===== src/rtl/sram_arbiter_if.sv =====
// Bus bundle between the two masters, the arbiter and the SRAM/SDRAM-emulation memory.
// The slave modport is the arbiter's view; the master modport is the environment's view.
`timescale 1ns/1ps
interface sram_arbiter_if;
    logic        a_stb;
    logic        a_we;
    logic [1:0]  a_sel;
    logic [21:1] a_adr;
    logic [15:0] a_dat_o;
    logic        a_ack;
    logic        a_err;
    logic [15:0] a_dat_i;

    logic        b_stb;
    logic        b_we;
    logic [1:0]  b_sel;
    logic [21:1] b_adr;
    logic [15:0] b_dat_o;
    logic        b_ack;
    logic        b_err;
    logic [15:0] b_dat_i;

    logic        mem_stb;
    logic        mem_we;
    logic [1:0]  mem_sel;
    logic [21:1] mem_adr;
    logic [15:0] mem_out;
    logic        mem_ack;
    logic [15:0] mem_dat;
    logic        mem_ready;

    modport slave (
        input  a_stb, a_we, a_sel, a_adr, a_dat_o,
        output a_ack, a_err, a_dat_i,
        input  b_stb, b_we, b_sel, b_adr, b_dat_o,
        output b_ack, b_err, b_dat_i,
        output mem_stb, mem_we, mem_sel, mem_adr, mem_out,
        input  mem_ack, mem_dat, mem_ready
    );

    modport master (
        output a_stb, a_we, a_sel, a_adr, a_dat_o,
        input  a_ack, a_err, a_dat_i,
        output b_stb, b_we, b_sel, b_adr, b_dat_o,
        input  b_ack, b_err, b_dat_i,
        input  mem_stb, mem_we, mem_sel, mem_adr, mem_out,
        output mem_ack, mem_dat, mem_ready
    );
endinterface


===== src/rtl/sram_arbiter.sv =====
// Round-robin two-master arbiter driving a registered memory command bus, with a
// forced strobe-low recovery cycle between transactions and a hung-transaction watchdog.
`timescale 1ns/1ps
module sram_arbiter #(
    parameter int unsigned TO_W = 8
) (
    input  logic           clk_p,
    input  logic           reset_n,
    sram_arbiter_if.slave  bus
);

    typedef enum logic [1:0] {IDLE, BUSY, RECOVER} state_e;
    typedef enum logic {PORT_A = 1'b0, PORT_B = 1'b1} port_e;

    typedef struct packed {
        logic        we;
        logic [1:0]  sel;
        logic [21:1] adr;
        logic [15:0] dat;
    } cmd_t;

    localparam logic [TO_W-1:0] CNT_MAX = '1;

    state_e          state_q, state_d;
    port_e           gnt_q, gnt_d;
    port_e           last_q, last_d;
    logic [TO_W-1:0] cnt_q, cnt_d;
    logic            stb_q, stb_d;
    cmd_t            cmd_q, cmd_d;

    cmd_t  cmd_a_c, cmd_b_c;
    logic  grant_en_c;
    port_e grant_port_c;
    logic  gnt_stb_c;
    logic  busy_c;
    logic  timeout_c;

    assign cmd_a_c = cmd_t'{we: bus.a_we, sel: bus.a_sel, adr: bus.a_adr, dat: bus.a_dat_o};
    assign cmd_b_c = cmd_t'{we: bus.b_we, sel: bus.b_sel, adr: bus.b_adr, dat: bus.b_dat_o};

    assign busy_c    = (state_q == BUSY);
    assign gnt_stb_c = (gnt_q == PORT_A) ? bus.a_stb : bus.b_stb;
    assign timeout_c = busy_c && (cnt_q == CNT_MAX) && !bus.mem_ack;

    // Round-robin pick: on a tie the port that did not win last time goes first
    always_comb begin
        grant_en_c   = 1'b0;
        grant_port_c = PORT_A;
        if (bus.mem_ready && !busy_c) begin
            if (bus.a_stb && bus.b_stb) begin
                grant_en_c   = 1'b1;
                grant_port_c = (last_q == PORT_B) ? PORT_A : PORT_B;
            end else if (bus.a_stb) begin
                grant_en_c   = 1'b1;
                grant_port_c = PORT_A;
            end else if (bus.b_stb) begin
                grant_en_c   = 1'b1;
                grant_port_c = PORT_B;
            end
        end
    end

    always_ff @(posedge clk_p or negedge reset_n) begin
        if (!reset_n) begin
            state_q <= IDLE;
            gnt_q   <= PORT_A;
            last_q  <= PORT_B;
            cnt_q   <= '0;
            stb_q   <= 1'b0;
            cmd_q   <= '0;
        end else begin
            state_q <= state_d;
            gnt_q   <= gnt_d;
            last_q  <= last_d;
            cnt_q   <= cnt_d;
            stb_q   <= stb_d;
            cmd_q   <= cmd_d;
        end
    end

    always_comb begin
        state_d = state_q;
        gnt_d   = gnt_q;
        last_d  = last_q;
        cnt_d   = cnt_q;
        stb_d   = stb_q;
        cmd_d   = cmd_q;
        case (state_q)
            IDLE, RECOVER: begin
                if (grant_en_c) begin
                    state_d = BUSY;
                    gnt_d   = grant_port_c;
                    last_d  = grant_port_c;
                    cnt_d   = '0;
                    stb_d   = 1'b1;
                    cmd_d   = (grant_port_c == PORT_A) ? cmd_a_c : cmd_b_c;
                end else begin
                    state_d = IDLE;
                end
            end
            BUSY: begin
                // Completion, master abort and watchdog expiry all end in the strobe-low cycle
                if (bus.mem_ack || !gnt_stb_c || timeout_c) begin
                    state_d = RECOVER;
                    stb_d   = 1'b0;
                end else begin
                    cnt_d = cnt_q + TO_W'(1);
                end
            end
            default: begin
                state_d = IDLE;
                stb_d   = 1'b0;
            end
        endcase
    end

    assign bus.mem_stb = stb_q;
    assign bus.mem_we  = cmd_q.we;
    assign bus.mem_sel = cmd_q.sel;
    assign bus.mem_adr = cmd_q.adr;
    assign bus.mem_out = cmd_q.dat;

    // Acks are combinational so the master sees them in the same cycle as mem_ack
    assign bus.a_ack   = busy_c && (gnt_q == PORT_A) && (bus.mem_ack || timeout_c);
    assign bus.b_ack   = busy_c && (gnt_q == PORT_B) && (bus.mem_ack || timeout_c);
    assign bus.a_err   = (gnt_q == PORT_A) && timeout_c;
    assign bus.b_err   = (gnt_q == PORT_B) && timeout_c;
    assign bus.a_dat_i = (gnt_q != PORT_A) ? 16'h0000 : (timeout_c ? 16'hFFFF : bus.mem_dat);
    assign bus.b_dat_i = (gnt_q != PORT_B) ? 16'h0000 : (timeout_c ? 16'hFFFF : bus.mem_dat);

endmodule


===== src/flat_wrapper.sv =====
// flat-port wrapper written by rule: the top's interface ports become plain ports
module sram_arbiter_flat 
#(
    parameter int unsigned TO_W = 8
)
  (clk_p, reset_n, bus_a_stb, bus_a_we, bus_a_sel, bus_a_adr, bus_a_dat_o, bus_a_ack, bus_a_err, bus_a_dat_i, bus_b_stb, bus_b_we, bus_b_sel, bus_b_adr, bus_b_dat_o, bus_b_ack, bus_b_err, bus_b_dat_i, bus_mem_stb, bus_mem_we, bus_mem_sel, bus_mem_adr, bus_mem_out, bus_mem_ack, bus_mem_dat, bus_mem_ready);
  sram_arbiter_if bus_i ();
  input  logic clk_p;
  input  logic reset_n;
  input wire logic [$bits(bus_i.a_stb)-1:0] bus_a_stb;
  input wire logic [$bits(bus_i.a_we)-1:0] bus_a_we;
  input wire logic [$bits(bus_i.a_sel)-1:0] bus_a_sel;
  input wire logic [$bits(bus_i.a_adr)-1:0] bus_a_adr;
  input wire logic [$bits(bus_i.a_dat_o)-1:0] bus_a_dat_o;
  output wire logic [$bits(bus_i.a_ack)-1:0] bus_a_ack;
  output wire logic [$bits(bus_i.a_err)-1:0] bus_a_err;
  output wire logic [$bits(bus_i.a_dat_i)-1:0] bus_a_dat_i;
  input wire logic [$bits(bus_i.b_stb)-1:0] bus_b_stb;
  input wire logic [$bits(bus_i.b_we)-1:0] bus_b_we;
  input wire logic [$bits(bus_i.b_sel)-1:0] bus_b_sel;
  input wire logic [$bits(bus_i.b_adr)-1:0] bus_b_adr;
  input wire logic [$bits(bus_i.b_dat_o)-1:0] bus_b_dat_o;
  output wire logic [$bits(bus_i.b_ack)-1:0] bus_b_ack;
  output wire logic [$bits(bus_i.b_err)-1:0] bus_b_err;
  output wire logic [$bits(bus_i.b_dat_i)-1:0] bus_b_dat_i;
  output wire logic [$bits(bus_i.mem_stb)-1:0] bus_mem_stb;
  output wire logic [$bits(bus_i.mem_we)-1:0] bus_mem_we;
  output wire logic [$bits(bus_i.mem_sel)-1:0] bus_mem_sel;
  output wire logic [$bits(bus_i.mem_adr)-1:0] bus_mem_adr;
  output wire logic [$bits(bus_i.mem_out)-1:0] bus_mem_out;
  input wire logic [$bits(bus_i.mem_ack)-1:0] bus_mem_ack;
  input wire logic [$bits(bus_i.mem_dat)-1:0] bus_mem_dat;
  input wire logic [$bits(bus_i.mem_ready)-1:0] bus_mem_ready;
  assign bus_i.a_stb = bus_a_stb;
  assign bus_i.a_we = bus_a_we;
  assign bus_i.a_sel = bus_a_sel;
  assign bus_i.a_adr = bus_a_adr;
  assign bus_i.a_dat_o = bus_a_dat_o;
  assign bus_a_ack = bus_i.a_ack;
  assign bus_a_err = bus_i.a_err;
  assign bus_a_dat_i = bus_i.a_dat_i;
  assign bus_i.b_stb = bus_b_stb;
  assign bus_i.b_we = bus_b_we;
  assign bus_i.b_sel = bus_b_sel;
  assign bus_i.b_adr = bus_b_adr;
  assign bus_i.b_dat_o = bus_b_dat_o;
  assign bus_b_ack = bus_i.b_ack;
  assign bus_b_err = bus_i.b_err;
  assign bus_b_dat_i = bus_i.b_dat_i;
  assign bus_mem_stb = bus_i.mem_stb;
  assign bus_mem_we = bus_i.mem_we;
  assign bus_mem_sel = bus_i.mem_sel;
  assign bus_mem_adr = bus_i.mem_adr;
  assign bus_mem_out = bus_i.mem_out;
  assign bus_i.mem_ack = bus_mem_ack;
  assign bus_i.mem_dat = bus_mem_dat;
  assign bus_i.mem_ready = bus_mem_ready;
  sram_arbiter #(.TO_W(TO_W)) u_core (.clk_p(clk_p), .reset_n(reset_n), .bus(bus_i));
endmodule

===== config.mk =====
export PLATFORM = sky130hd
export DESIGN_NAME = sram_arbiter_flat
export DESIGN_NICKNAME = d
export VERILOG_FILES = /design/src/rtl/sram_arbiter_if.sv /design/src/rtl/sram_arbiter.sv /design/src/flat_wrapper.sv
export SDC_FILE = /design/constraint.sdc
export NUM_CORES = 1
export LEC_CHECK = 0
export BUFFER_PORTS_ARGS = -buffer_cell sky130_fd_sc_hd__buf_4
export CORE_UTILIZATION = 35
export CTS_CLUSTER_DIAMETER = 50
export DETAILED_ROUTE_END_ITERATION = 12
export PLACE_DENSITY = 0.68
export SLEW_MARGIN = 0
export SYNTH_ARGS = -nofsm -noshare
export SYNTH_HDL_FRONTEND = slang
export SYNTH_SLANG_ARGS = --single-unit

===== constraint.sdc =====
create_clock -name clk_p -period 1.9 [get_ports clk_p]
set_input_delay 0.38 -clock clk_p [delete_from_list [all_inputs] [get_ports clk_p]]
set_output_delay 0.38 -clock clk_p [all_outputs]
set_load 0.02 [all_outputs]

==> results of run 1 <==
-- worst max-delay path, cell delays in order (launching register included) --
cell	delay, ns
dfrtp_1	0.42
nand4_4	0.15
nor4_4	0.26
buf_4	0.20
buf_12	0.14
nor2_4	0.04
nor2b_1	0.12
buf_4	0.15
-- per-stage QoR --
stage,hold WS (ns),std cells,instance area (um2),worst slack [ns]
after floorplan,0.0844,300,2960,-0.0501
after global placement,0.462,573,4500,0.00940
after detailed placement,0.465,573,4500,-0.000902
after CTS,0.128,589,4850,-0.229
after global routing,0.163,594,4950,-0.341
final,0.108,594,4950,-0.262
-- cells in the final DEF, fill, tap and decap left out, types with 2 or more instances in the layout --
cell type	instances
buf_12	5
a21oi_1	5
nor2_4	25
nor2_1	10
nand4_4	2
nand2_1	48
o21a_1	2
inv_1	3
buf_4	176
buf_6	22
nor2b_4	9
clkbuf_8	5
mux2_2	2
o21ai_0	47
nand3_1	3
nor2_2	2
dfrtp_1	52
a31oi_1	3
mux2i_1	40
nor2b_1	8
-- cells by family (layout without fill, tap and decap cells) --
group / after synthesis / count (layout) / share of synthesized area
XOR/XNOR: 1 / 1 / 0.00314
multiplexers: 42 / 42 / 0.152
AND/OR/NAND/NOR: 116 / 116 / 0.199
flip-flops: 53 / 53 / 0.476
buffers and inverters: 24 / 216 / 0.0404
adder cells (fa/ha/maj): 1 / 1 / 0.00449
AO/OA/AOI/OAI: 63 / 63 / 0.125
-- final timing paths --
kind	startpoint	endpoint	depth (start not counted)
hold / removal	reset_n	u_core.bus.mem_out[13]	1
setup reg to reg	u_core.state_q[1]	u_core.cnt_q[0]	6
hold reg to reg	u_core.bus.mem_adr[5]	u_core.bus.mem_adr[5]	2
setup / recovery	u_core.cnt_q[4]	bus_b_dat_i[5]	7
min in group clk_p	bus_b_adr[1]	u_core.bus.mem_adr[2]	3
max in group asynchronous	reset_n	u_core.bus.mem_adr[19]	1
-- final cells by class --
type | count | area (um2) | area share
clock inverters | 2 | 35.0 | 0.00707
clock buffers | 5 | 68.8 | 0.0139
flip-flops and latches | 53 | 1330 | 0.268
multi-input cells | 223 | 1660 | 0.335
repair buffers | 205 | 1720 | 0.348
well taps | 102 | 128 | 0.0258
inverters | 4 | 15.0 | 0.00303
-- registers in the layout, indices dropped and copies added (netlist names), 2 cells and up --
register            cells
u_core.bus.mem_out     16
u_core.state_q          2
u_core.bus.mem_sel      2
u_core.cnt_q            8
u_core.bus.mem_adr     21
-- per-layer routing --
metal | up-vias | part of all wire | track usage
li1 | 1397 | - | -
met1 | 1275 | 0.39 | 0.215
met2 | 133 | 0.51 | 0.343
met3 | 7 | 0.092 | 0.0536
met4 | 0 | 0.0096 | 0.0556
met5 | - | 0 | 0
-- where the power goes --
| group | switching [W] | leakage, nW | total, W | internal (W) |
|---|---|---|---|---|
| clock | 0.000357 | 0.0540 | 0.000741 | 0.000383 |
| combinational | 0.000837 | 1.86 | 0.00162 | 0.000781 |
| sequential | 0.000123 | 0.666 | 0.00146 | 0.00134 |
-- timing repair --
item                                    4_1_cts  5_1_grt
endpoints found under the setup margin       36       36
setup buffers                                 7        4
hold buffers                                  0        0
cloned                                        2        1
pin swaps                                    10        9
gates resized for setup                      38       17
==> results.sh, run 1 <==
export IMPL_violations="negative setup slack"
export IMPL_synth_top_area_frac=0.467
export IMPL_finalHoldViolCount=0
export IMPL_async_flop_share=1.00
export IMPL_yosysWarnings=0
export IMPL_dieHeight_um=91.2
export IMPL_gp_congestion=0.757
export IMPL_post_synth_inst_count=300
export IMPL_status="complete, but fails checks"
export IMPL_yosysUniqueCellTypes=36
export IMPL_start_util=0.361
export IMPL_finalWirelength_mm=8.00
export IMPL_port_buffer_count=178
export IMPL_grt_pass1_wl_mm=12.6
export IMPL_grt_max_degree=84
export IMPL_fillerInstances=633
export IMPL_clk_pin_slew_ns=0.09
export IMPL_clock_sinks=53
export IMPL_crit_fanout=5
export IMPL_syn_to_final_growth_pct=77.7
export IMPL_synth_top_cells_by_count="dfrtp_1, nand2_1, o21ai_0, mux2i_1, nor2_1"
export IMPL_max_cap_violations=0
export IMPL_coreArea_um2=7730
export IMPL_ctsRootBufferMaster="clkbuf_8"
export IMPL_synthTopCellsByArea="dfrtp_1, mux2i_1, o21ai_0"
export IMPL_rows=32
export IMPL_power_w=0.00382
export IMPL_detail_route_antenna_nets=0
export IMPL_netlist_area_um2=2790
export IMPL_vias_per_cell=4.73
export IMPL_drive_above_1_share=0.537
export IMPL_drt_first_pass_iters=4
export IMPL_ys_ff_latch=53
export IMPL_h_tree_depth=2
export IMPL_die_w_um=91.2
export IMPL_num_vias=2812
export IMPL_setup_ws_ns=-0.262
export IMPL_fin_crit_sh=1.14
export IMPL_nets=595
export IMPL_syn_nets=403
export IMPL_tns_ns=-7.43
export IMPL_hold_class="in -> async"
export IMPL_synth_edf_count=0
export IMPL_cts_buffer_depth=2
export IMPL_wl_per_cell_um=13.5
export IMPL_path_class="reg -> out"
export IMPL_pwr_density_cell_nw_per_um2=771
export IMPL_antenna_found_initial=0
export IMPL_clkLatencyLatePin_ns=0.30
export IMPL_slew_violations=0
export IMPL_maxSlewHeadroom=0.553
export IMPL_fmax_mhz=463
export IMPL_synth_yosys_seq_area_share=0.476
export IMPL_rsz0062_at_grt="true"
export IMPL_grt_pass1_vias=2704
export IMPL_setup_viol_count_final=36
export IMPL_remaining_drc_errors=0
export IMPL_avgSynthCellArea_um2=9.29
export IMPL_grt_overflow=0
export IMPL_finish_utilization=0.641
export IMPL_numCtsBuffers=5
export IMPL_grtUsageTotal=0.189
export IMPL_synth_most_common_cell="dfrtp_1"
export IMPL_cts_tree="yes"
export IMPL_synth_largest_area_cell="dfrtp_1"
export IMPL_peakVddDrop_uv=413
export IMPL_drtIter0Drc=91
export IMPL_place_hpwl_mm=5.74
export IMPL_timing_final_crit_period_ns=2.16
export IMPL_arrival_ns=1.78
export IMPL_worst_pin_slew_ns=0.671
export IMPL_leakage_nw=2.58
export IMPL_cp_start_kind="flip-flop"
export IMPL_rrSetupSlack_ns=0.18
export IMPL_boundaryPins=179
export IMPL_endpoint_kind="primary output"
export IMPL_critPathRequiredTime_ns=1.52
export IMPL_die_area_um2=8330
export IMPL_n_antenna_cell=0
export IMPL_dominantRegCellSynth="dfrtp_1"
export IMPL_fin_skew_ns=0.00790
Note: power is estimated with default switching activity, not from simulation.
==> inputs of run 2 (changes only) <==
--- a/config.mk
+++ b/config.mk
@@ -7,8 +7,8 @@
 export LEC_CHECK = 0
 export BUFFER_PORTS_ARGS = -buffer_cell sky130_fd_sc_hd__buf_4
-export CORE_UTILIZATION = 35
+export CORE_UTILIZATION = 40
 export CTS_CLUSTER_DIAMETER = 50
 export DETAILED_ROUTE_END_ITERATION = 12
-export PLACE_DENSITY = 0.68
+export PLACE_DENSITY = 0.76
 export SLEW_MARGIN = 0
 export SYNTH_ARGS = -nofsm -noshare
==> constraint.sdc (replaced) <==
create_clock -name clk_p -period 1.9 [get_ports clk_p]
set_input_delay 0.38 -clock clk_p [delete_from_list [all_inputs] [get_ports clk_p]]
set_output_delay 0.38 -clock clk_p [all_outputs]
set_load 0.01 [all_outputs]
==> run 2 against run 1 <==
  * The run still ends with negative setup slack left
  * Wire length down 3.8%
  * Register-to-register slack got worse by 0.05 ns
  * Non-clock buffer count is 6 lower
  * Combinational power fell by 22%
  * Count of clock-buffer cells in the layout up 2
  * First-iteration DRC count grew 73%
  * Critical path type unchanged
  * Largest power group is now sequential cells
  * Highest routed layer unchanged
==> results.sh, run 2 (synthesis gave the netlist of run 1 again) <==
export IMPL_setup_ws_ns=-0.306
export IMPL_setup_viol_count_final=35
export IMPL_cts_tree="yes"
export IMPL_mostFrequentLayoutCell="buf_4"
export IMPL_h_tree_depth=2
export IMPL_crit_fanout=4
export IMPL_grt_overflow=0
export IMPL_num_vias=2762
export IMPL_cts_buffer_depth=2
export IMPL_hold_class="in -> async"
export IMPL_leakage_nw=2.48
export IMPL_drtIter0Drc=157
export IMPL_port_buffer_count=178
export IMPL_n_antenna_cell=0
export IMPL_pwr_density_cell_nw_per_um2=739
export IMPL_rows=30
export IMPL_worst_pin_slew_ns=0.663
export IMPL_wl_per_cell_um=13.6
export IMPL_drt_first_pass_iters=4
export IMPL_die_area_um2=7310
export IMPL_vias_per_cell=4.87
export IMPL_slew_violations=0
export IMPL_drive_above_1_share=0.495
export IMPL_clkLatencyLatePin_ns=0.30
export IMPL_place_area_um2=4280
export IMPL_place_hpwl_mm=5.60
export IMPL_timing_final_crit_period_ns=2.21
export IMPL_fin_crit_sh=1.16
export IMPL_dp_slack_ns=0.0562
export IMPL_rsz0062_at_grt="true"
export IMPL_finalHoldViolCount=0
export IMPL_gp_congestion=0.838
export IMPL_path_class="reg -> out"
export IMPL_fmax_mhz=453
export IMPL_endpoint_kind="primary output"
export IMPL_grt_max_degree=86
export IMPL_ctsRootBufferMaster="clkbuf_8"
export IMPL_syn_to_final_growth_pct=65.8
export IMPL_die_w_um=85.5
export IMPL_arrival_ns=1.83
export IMPL_max_cap_violations=0
export IMPL_peakVddDrop_uv=390
export IMPL_fin_skew_ns=0.00528
export IMPL_detail_route_antenna_nets=0
export IMPL_start_util=0.413
export IMPL_grt_pass1_vias=2460
export IMPL_boundaryPins=179
export IMPL_violations="negative setup slack"
export IMPL_status="complete, but fails checks"
export IMPL_dieHeight_um=85.5
export IMPL_critPathRequiredTime_ns=1.52
export IMPL_design_area_um2=4620
export IMPL_grtUsageTotal=0.195
export IMPL_grt_pass1_wl_mm=11.2
export IMPL_dp_cells=550
export IMPL_cp_start_kind="flip-flop"
export IMPL_finalNonFillerCells=567
export IMPL_clock_sinks=53
export IMPL_antenna_found_initial=0
export IMPL_maxSlewHeadroom=0.558
export IMPL_coreArea_um2=6760
export IMPL_remaining_drc_errors=0
export IMPL_clk_pin_slew_ns=0.09
export IMPL_numCtsBuffers=5
export IMPL_final_cell_mix="buf_4, dfrtp_1, nand2_1"
export IMPL_nets=589
export IMPL_largest_reg_flops=21
export IMPL_fillerInstances=555
export IMPL_finalWirelength_mm=7.70
-- run 2: path summary, 6_finish.rpt --
kind / start / end / slack, ns / depth (start not counted)
max: u_core.state_q[1] / bus_a_dat_i[5] / -0.31 / 7
min: reset_n / u_core.bus.mem_sel[1] / 0.1 / 1
max reg2reg: u_core.cnt_q[0] / u_core.cnt_q[3] / 0.13 / 7
min reg2reg: u_core.bus.mem_out[12] / u_core.bus.mem_out[12] / 0.48 / 2
max in group asynchronous: reset_n / u_core.cnt_q[5] / 1.33 / 1
min in group clk_p: bus_b_adr[3] / u_core.bus.mem_adr[4] / 0.35 / 3
-- run 2: what timing repair did --
action                     4_1_cts  5_1_grt
hold buffers                     0        0
resized for setup                2       35
pin swaps                        0        3
cloned                           0        2
buffers inserted                 0        7
setup endpoints to repair       36       36
-- run 2: critical path, cell delays in order (launching register included) --
cell and delay [ns]:
dfrtp_1 0.41, nand2b_4 0.17, nor4_4 0.27, buf_6 0.17
clkbuf_16 0.16, nor2_4 0.04, nor2_1 0.14, buf_4 0.16
-- run 2: per-layer routing --
layer / up-vias / GRT usage / routed length (um)
li1: 1391 / - / -
met1: 1234 / 0.214 / 2960
met2: 124 / 0.367 / 3990
met3: 13 / 0.0574 / 634
met4: 0 / 0.0500 / 114
met5: - / 0 / 0
-- run 2: final cells by class --
type,count,area (um2),area share
multi-input cells,223,1490,0.322
inverters,4,15.0,0.00325
repair buffers,199,1590,0.344
clock inverters,1,5.00,0.00108
well taps,80,100,0.0217
flip-flops and latches,53,1330,0.287
clock buffers,7,96.3,0.0208
-- run 2: stage by stage --
step           hold WS, ns  total power (W)  TNS [ns]  utilization
2_1_floorplan       0.0844          0.00201         0            -
3_3_place_gp         0.456          0.00270         0        0.633
3_5_place_dp         0.456          0.00274         0        0.633
4_1_cts              0.120          0.00343     -5.54        0.650
5_1_grt              0.154          0.00364    -10.17        0.684
6_report            0.0985          0.00342     -7.68        0.684
-- run 2: power breakdown --
group / switching [W] / total, W / internal, W / leakage (nW)
sequential: 0.000125 / 0.00146 / 0.00134 / 0.665
clock: 0.000352 / 0.000681 / 0.000330 / 0.0542
combinational: 0.000586 / 0.00127 / 0.000687 / 1.76
total: 0.00106 / 0.00342 / 0.00236 / 2.48
